<file path="config.mk">
export PLATFORM = sky130hd
export DESIGN_NAME = mem_responder_flat
export DESIGN_NICKNAME = d
export VERILOG_FILES = /design/src/rtl/mem_responder_if.sv /design/src/rtl/mem_responder.sv /design/src/flat_wrapper.sv
export SDC_FILE = /design/constraint.sdc
export NUM_CORES = 2
export LEC_CHECK = 0
export BUFFER_PORTS_ARGS = -buffer_cell sky130_fd_sc_hd__buf_4
export CAP_MARGIN = 0
export CORE_MARGIN = 2
export CORE_UTILIZATION = 50
export CTS_BUF_LIST = sky130_fd_sc_hd__clkbuf_4 sky130_fd_sc_hd__clkbuf_8
export DETAILED_ROUTE_END_ITERATION = 8
export GPL_ROUTABILITY_DRIVEN = 1
export PLACE_DENSITY = 0.68
export SYNTH_ARGS = -nofsm -noshare
export SYNTH_HDL_FRONTEND = slang
export SYNTH_SLANG_ARGS = --single-unit
</file>
<file path="constraint.sdc">
create_clock -name clk -period 3.65 [get_ports clk]
set_input_delay 0.5475 -clock clk [delete_from_list [all_inputs] [get_ports clk]]
set_output_delay 0.5475 -clock clk [all_outputs]
set_load 0.01 [all_outputs]
</file>
<file path="src/rtl/mem_responder_if.sv">
// Request/response bundle between a requester (instruction and data ports) and mem_responder.
interface mem_responder_if #(
    parameter int WORD_W = 16
);
    logic              i_readM;
    logic [WORD_W-1:0] i_address;
    logic [WORD_W-1:0] i_data;
    logic              i_inputReady;
    logic              d_readM;
    logic              d_writeM;
    logic [WORD_W-1:0] d_address;
    logic [WORD_W-1:0] d_wdata;
    logic [WORD_W-1:0] d_rdata;
    logic              d_inputReady;
    logic              d_ack;
    logic              err;

    modport master (
        output i_readM, i_address, d_readM, d_writeM, d_address, d_wdata,
        input  i_data, i_inputReady, d_rdata, d_inputReady, d_ack, err
    );

    modport slave (
        input  i_readM, i_address, d_readM, d_writeM, d_address, d_wdata,
        output i_data, i_inputReady, d_rdata, d_inputReady, d_ack, err
    );
endinterface

</file>
<file path="src/rtl/mem_responder.sv">
// Fixed-latency memory responder serving one instruction-read or data-read/write at a time.
// Priority d_writeM > d_readM > i_readM; one transaction per LATENCY+2 cycles.
module mem_responder #(
    parameter int WORD_W  = 16,
    parameter int DEPTH   = 256,
    parameter int LATENCY = 2
) (
    input  logic           clk,
    input  logic           reset,
    mem_responder_if.slave bus
);
    localparam int         IDX_W    = $clog2(DEPTH);
    localparam logic [3:0] CNT_LOAD = 4'(LATENCY - 1);

    typedef enum logic [1:0] {
        S_IDLE = 2'd0,
        S_BUSY = 2'd1,
        S_ACK  = 2'd2
    } state_t;

    typedef enum logic [1:0] {
        K_IREAD  = 2'd0,
        K_DREAD  = 2'd1,
        K_DWRITE = 2'd2
    } kind_t;

    // Any address bit above the array index marks the access as out of range.
    function automatic logic addr_oob(input logic [WORD_W-1:0] addr);
        return (addr >> IDX_W) != {WORD_W{1'b0}};
    endfunction

    state_t            r_state;
    logic [3:0]        r_cnt;
    kind_t             r_kind;
    logic [IDX_W-1:0]  r_idx;
    logic [WORD_W-1:0] r_wdata;
    logic              r_oob;
    logic [WORD_W-1:0] r_i_data;
    logic [WORD_W-1:0] r_d_rdata;
    logic              r_i_rdy;
    logic              r_d_rdy;
    logic              r_d_ack;
    logic              r_err;
    logic [WORD_W-1:0] r_mem [DEPTH];

    logic              w_req_any;
    logic              w_conflict;
    kind_t             w_sel_kind;
    logic [WORD_W-1:0] w_sel_addr;
    logic              w_done;
    logic              w_mem_we;
    logic [WORD_W-1:0] w_rword;

    // Fixed-priority selection among pending requests.
    always_comb begin
        w_req_any  = bus.d_writeM | bus.d_readM | bus.i_readM;
        w_conflict = bus.d_writeM & bus.d_readM;
        w_sel_kind = K_IREAD;
        w_sel_addr = bus.i_address;
        if (bus.d_writeM) begin
            w_sel_kind = K_DWRITE;
            w_sel_addr = bus.d_address;
        end else if (bus.d_readM) begin
            w_sel_kind = K_DREAD;
            w_sel_addr = bus.d_address;
        end else begin
            w_sel_kind = K_IREAD;
            w_sel_addr = bus.i_address;
        end
    end

    // Completion strobe and array access for the latched transaction.
    always_comb begin
        w_done   = (r_state == S_BUSY) && (r_cnt == 4'd0);
        w_mem_we = w_done && (r_kind == K_DWRITE) && !r_oob;
        w_rword  = r_oob ? {WORD_W{1'b0}} : r_mem[r_idx];
    end

    // Transaction FSM with registered data and pulse outputs.
    always_ff @(posedge clk or posedge reset) begin
        if (reset) begin
            r_state   <= S_IDLE;
            r_cnt     <= 4'd0;
            r_kind    <= K_IREAD;
            r_idx     <= {IDX_W{1'b0}};
            r_wdata   <= {WORD_W{1'b0}};
            r_oob     <= 1'b0;
            r_i_data  <= {WORD_W{1'b0}};
            r_d_rdata <= {WORD_W{1'b0}};
            r_i_rdy   <= 1'b0;
            r_d_rdy   <= 1'b0;
            r_d_ack   <= 1'b0;
            r_err     <= 1'b0;
        end else begin
            case (r_state)
                S_IDLE: begin
                    r_i_rdy <= 1'b0;
                    r_d_rdy <= 1'b0;
                    r_d_ack <= 1'b0;
                    if (w_req_any) begin
                        r_kind  <= w_sel_kind;
                        r_idx   <= w_sel_addr[IDX_W-1:0];
                        r_wdata <= bus.d_wdata;
                        r_oob   <= addr_oob(w_sel_addr);
                        r_cnt   <= CNT_LOAD;
                        r_err   <= r_err | w_conflict | addr_oob(w_sel_addr);
                        r_state <= S_BUSY;
                    end else begin
                        r_state <= S_IDLE;
                    end
                end
                S_BUSY: begin
                    if (w_done) begin
                        case (r_kind)
                            K_IREAD: begin
                                r_i_data <= w_rword;
                                r_i_rdy  <= 1'b1;
                            end
                            K_DREAD: begin
                                r_d_rdata <= w_rword;
                                r_d_rdy   <= 1'b1;
                            end
                            default: begin
                                r_d_ack <= 1'b1;
                            end
                        endcase
                        r_state <= S_ACK;
                    end else begin
                        r_cnt <= r_cnt - 4'd1;
                    end
                end
                S_ACK: begin
                    r_i_rdy <= 1'b0;
                    r_d_rdy <= 1'b0;
                    r_d_ack <= 1'b0;
                    r_state <= S_IDLE;
                end
                default: begin
                    r_i_rdy <= 1'b0;
                    r_d_rdy <= 1'b0;
                    r_d_ack <= 1'b0;
                    r_state <= S_IDLE;
                end
            endcase
        end
    end

    // Storage array; deliberately outside reset so contents survive it.
    always_ff @(posedge clk) begin
        if (w_mem_we) begin
            r_mem[r_idx] <= r_wdata;
        end
    end

    assign bus.i_data       = r_i_data;
    assign bus.i_inputReady = r_i_rdy;
    assign bus.d_rdata      = r_d_rdata;
    assign bus.d_inputReady = r_d_rdy;
    assign bus.d_ack        = r_d_ack;
    assign bus.err          = r_err;
endmodule

</file>
<file path="src/flat_wrapper.sv">
// flat-port wrapper written by rule: the top's interface ports become plain ports
module mem_responder_flat 
#(
    parameter int WORD_W  = 16,
    parameter int DEPTH   = 256,
    parameter int LATENCY = 2
)
  (clk, reset, bus_i_readM, bus_i_address, bus_d_readM, bus_d_writeM, bus_d_address, bus_d_wdata, bus_i_data, bus_i_inputReady, bus_d_rdata, bus_d_inputReady, bus_d_ack, bus_err);
  mem_responder_if #(.WORD_W(WORD_W)) bus_i ();
  input  logic clk;
  input  logic reset;
  input wire logic [$bits(bus_i.i_readM)-1:0] bus_i_readM;
  input wire logic [$bits(bus_i.i_address)-1:0] bus_i_address;
  input wire logic [$bits(bus_i.d_readM)-1:0] bus_d_readM;
  input wire logic [$bits(bus_i.d_writeM)-1:0] bus_d_writeM;
  input wire logic [$bits(bus_i.d_address)-1:0] bus_d_address;
  input wire logic [$bits(bus_i.d_wdata)-1:0] bus_d_wdata;
  output wire logic [$bits(bus_i.i_data)-1:0] bus_i_data;
  output wire logic [$bits(bus_i.i_inputReady)-1:0] bus_i_inputReady;
  output wire logic [$bits(bus_i.d_rdata)-1:0] bus_d_rdata;
  output wire logic [$bits(bus_i.d_inputReady)-1:0] bus_d_inputReady;
  output wire logic [$bits(bus_i.d_ack)-1:0] bus_d_ack;
  output wire logic [$bits(bus_i.err)-1:0] bus_err;
  assign bus_i.i_readM = bus_i_readM;
  assign bus_i.i_address = bus_i_address;
  assign bus_i.d_readM = bus_d_readM;
  assign bus_i.d_writeM = bus_d_writeM;
  assign bus_i.d_address = bus_d_address;
  assign bus_i.d_wdata = bus_d_wdata;
  assign bus_i_data = bus_i.i_data;
  assign bus_i_inputReady = bus_i.i_inputReady;
  assign bus_d_rdata = bus_i.d_rdata;
  assign bus_d_inputReady = bus_i.d_inputReady;
  assign bus_d_ack = bus_i.d_ack;
  assign bus_err = bus_i.err;
  mem_responder #(.WORD_W(WORD_W), .DEPTH(DEPTH), .LATENCY(LATENCY)) u_core (.clk(clk), .reset(reset), .bus(bus_i));
endmodule
</file>
==> impl_results.md <==
* Status: finished, violations left
* Failing checks: setup timing
* Worst-skew pair later-pin latency at 1.21 ns
* WS Path Type: reg -> reg
* DRC viols at 0
* Register area share after synthesis at 78.0%
* Yosys Warn Count at 0
* CP required at 4.75 ns
* WP buf/inv at 2
* Vias post-DR at 82,400
* CTS tree: yes
* Die Y at 570 microns
* Mapped Nets at 7,582
* Die ar. at 0.324 sq mm
* Synthesized flop and latch total at around 4,200
* List of most frequent post-synthesis cells: 4,096 x edfxtp_1, 815 x mux4_2, 512 x mux2i_1
* Initial antenna violation count at 17
* Placer Congestion at around 0.86
* Most frequent cell after synthesis: edfxtp_1
* RSZ-0062 raised after global routing: no
* Final #Nets at 8,598
* Rows at 207
* WL per Instance at ~31 microns
* Power density cells at between 700 and 800 mW/mm^2
* Pin count of the biggest net entering global routing at ~110
* Syn_area_per_cell at about 21 sq um
* Vias in the first global route at 82,400
* GRT Residual Overflow at 0
* Worst EP arrival at 4.85 ns
* Clock buffer depth at 4
* Initial Util at 50.3%
* Synth cell types at 60
* VDD IR max at 0.837 mV
* ANT nets after route at 0
* Total Routed Length at a little over 400 mm
* Htree depth at 6
* CP delay by family, top: simple AND/OR/NAND/NOR gates
* Worst Path Max Fanout at 16
* Critical Path Start Type: flip-flop
* Lkg Pwr at 0.0596 uW
* Max-cap violations at 0
* Slew Limit Headroom at between 10% and 20%
* Post-CTS setup buffers at 0
* Fin Hold WS at 0.112 ns
* CTS root buf: clkbuf_8
* DP HPWL at about 250 mm
* Most frequent CP cell: buf_4
* Worst-Margin Slew at 1.24 ns
* Post-synthesis instance area at 0.160 sq mm
* CP max stage cell: nor3b_2
* Final hold violation count at 0
* Utilization after layout at approximately three fifths
* Fmax at roughly 270 MHz
* Crit-path cells: nor3b_2, nand2b_1, nor2_1, nor4_2, buf_4, a41oi_1, buf_4, o31ai_2, o21ai_1
* Leading area contributor after synthesis: edfxtp_1
* Worst Skew at 0.0858 ns
* Core ar. at roughly 0.32 sq mm
* Clock-pin slew on the worst setup and hold paths at 0.06 ns
* Critical Path Sink Type: flip-flop
* Tcrit/Tclk final at 103%
* Gr usage total at approximately a quarter
* Initial DRC Count at 10,500
* Post-Place Worst Slack at -0.152 ns
* Total CTS buffers at 649
* Layout cell share with drive strength beyond 1 at 30.4%
* Final min period at 3.75 ns
* Number of I/O port buffers at 88
* Setup violations, final at 2
* EDFF count, synth at ~4,000
* Ys flop type: edfxtp_1
* First-pass GRT wire length at 588 mm
* Critical Path Max Stage Delay at 0.73 ns
* Final setup margin at -0.103 ns
* Max-slew violations at 0
* Area Overhead vs Synth at 15.7%
* Die Width at 570 microns
* Ports at 89
* Min-Delay Path Class: in -> async
* Vias per cell at 6.23
* Ys async rst share at 1.66%
* Clk sinks at 4,165
* Top cells by area, synth: edfxtp_1 77%, mux4_2 11%, mux2i_1 3.2%
* Post-Syn Instances at 7,528
* Share of the synthesized area in the top cell type at about 77%
* Pre-antenna DRT Iters at 8
-- flip-flops by register name, summed over array words and instances, names as in the netlist, 2 cells and up --
signal / flops
u_core.r_cnt: 4
u_core.bus.d_rdata: 16
u_core.r_kind: 2
u_core.r_idx: 8
u_core.bus.i_data: 16
u_core.r_mem: 4096
u_core.r_state: 2
u_core.r_wdata: 16
-- per-stage QoR --
stage                     cells  cell area (sq um)  TNS, ns  power [uW]
after global routing      13200             185000        0      146000
final                     13200             185000   -0.151      142000
after CTS                 13200             185000        0      142000
after detailed placement  12000             172000   -0.517      104000
after global placement    12000             172000   -0.307      103000
after floorplan            7528             160000        0       85900
-- layer usage --
metal / global-route usage (%) / wire length [microns]
met5: 0 / 34
met4: 9.99 / 16600
met3: 5.03 / 40600
met2: 39.4 / 195000
met1: 35.0 / 159000
-- repair_timing --
item	in CTS	in global routing
hold buffers	38	0
setup endpoints to repair	6	289
resized for setup	3	13
hold endpoints to repair	78	0
-- worst reg2reg max path, delay by kind of cell (launching register included) --
family                 cells  cell delay (ns)
buffers and inverters      2             0.41
AO/OA/AOI/OAI              3             0.67
flip-flops                 1             0.56
AND/OR/NAND/NOR            4             2.05
-- path summary, 6_finish.rpt --
kind,slack [ns],cells past startpoint,startpoint,to
max,-0.10,9,u_core.r_idx[4],u_core.bus.d_rdata[15]
min,0.11,3,reset,u_core.r_idx[5]
max reg2reg,-0.10,9,u_core.r_idx[4],u_core.bus.d_rdata[15]
min reg2reg,0.48,2,u_core.bus.i_data[0],u_core.bus.i_data[0]
max in group asynchronous,2.74,4,reset,u_core.bus.i_data[4]
min in group clk,0.11,3,bus_d_address[5],u_core.r_idx[5]
-- power by group --
part | switching [uW] | internal (uW) | total [uW]
sequential | 2200 | 59400 | 61600
clock | 18100 | 20400 | 38500
combinational | 26100 | 15600 | 41700
-- placed cells by master, fill, tap and decap left out, types with 16 or more instances in the layout --
| cell type | n |
|---|---|
| edfxtp_1 | 4096 |
| mux4_2 | 815 |
| clkbuf_8 | 661 |
| buf_4 | 561 |
| mux2i_1 | 512 |
| nor2_1 | 334 |
| nand3_1 | 274 |
| clkbuf_4 | 242 |
| buf_12 | 231 |
| a22oi_1 | 201 |
| nand2_1 | 129 |
| clkinv_1 | 120 |
| a221oi_1 | 97 |
| a22o_1 | 65 |
| a21oi_1 | 54 |
| dfrtp_1 | 49 |
| clkinv_2 | 46 |
| o21ai_1 | 45 |
| o21ai_0 | 44 |
| dlygate4sd3_1 | 38 |
| nand4_1 | 33 |
| a31oi_1 | 29 |
| mux2_2 | 22 |
| dfrtp_4 | 20 |
| o221ai_1 | 18 |
| inv_6 | 17 |
| a31o_1 | 17 |
| and2_1 | 16 |
| o31ai_2 | 16 |
-- final cells by class --
type | instances | area [sq um]
antenna | 9 | 22.5
clock buffer | 903 | 10900
clock inverter | 240 | 1800
fill | 22500 | 133000
inverter | 6 | 30.0
multi-input combinational | 2889 | 33000
sequential | 4165 | 125000
tap | 4180 | 5230
timing repair buffer | 833 | 9280
-- cell families (layout without fill, tap and decap cells) --
kind of cell | after synthesis | after routing | synth area share, %
fa+ha+maj | 1 | 1 | 0.00782
mux | 1350 | 1350 | 14.8
compound gates | 663 | 663 | 3.15
simple gates | 875 | 875 | 2.50
flops | 4165 | 4165 | 78.0
other cells | 0 | 9 | 0
buf+inv | 474 | 1982 | 1.50
No activity file was read; power rests on OpenSTA's default activity.
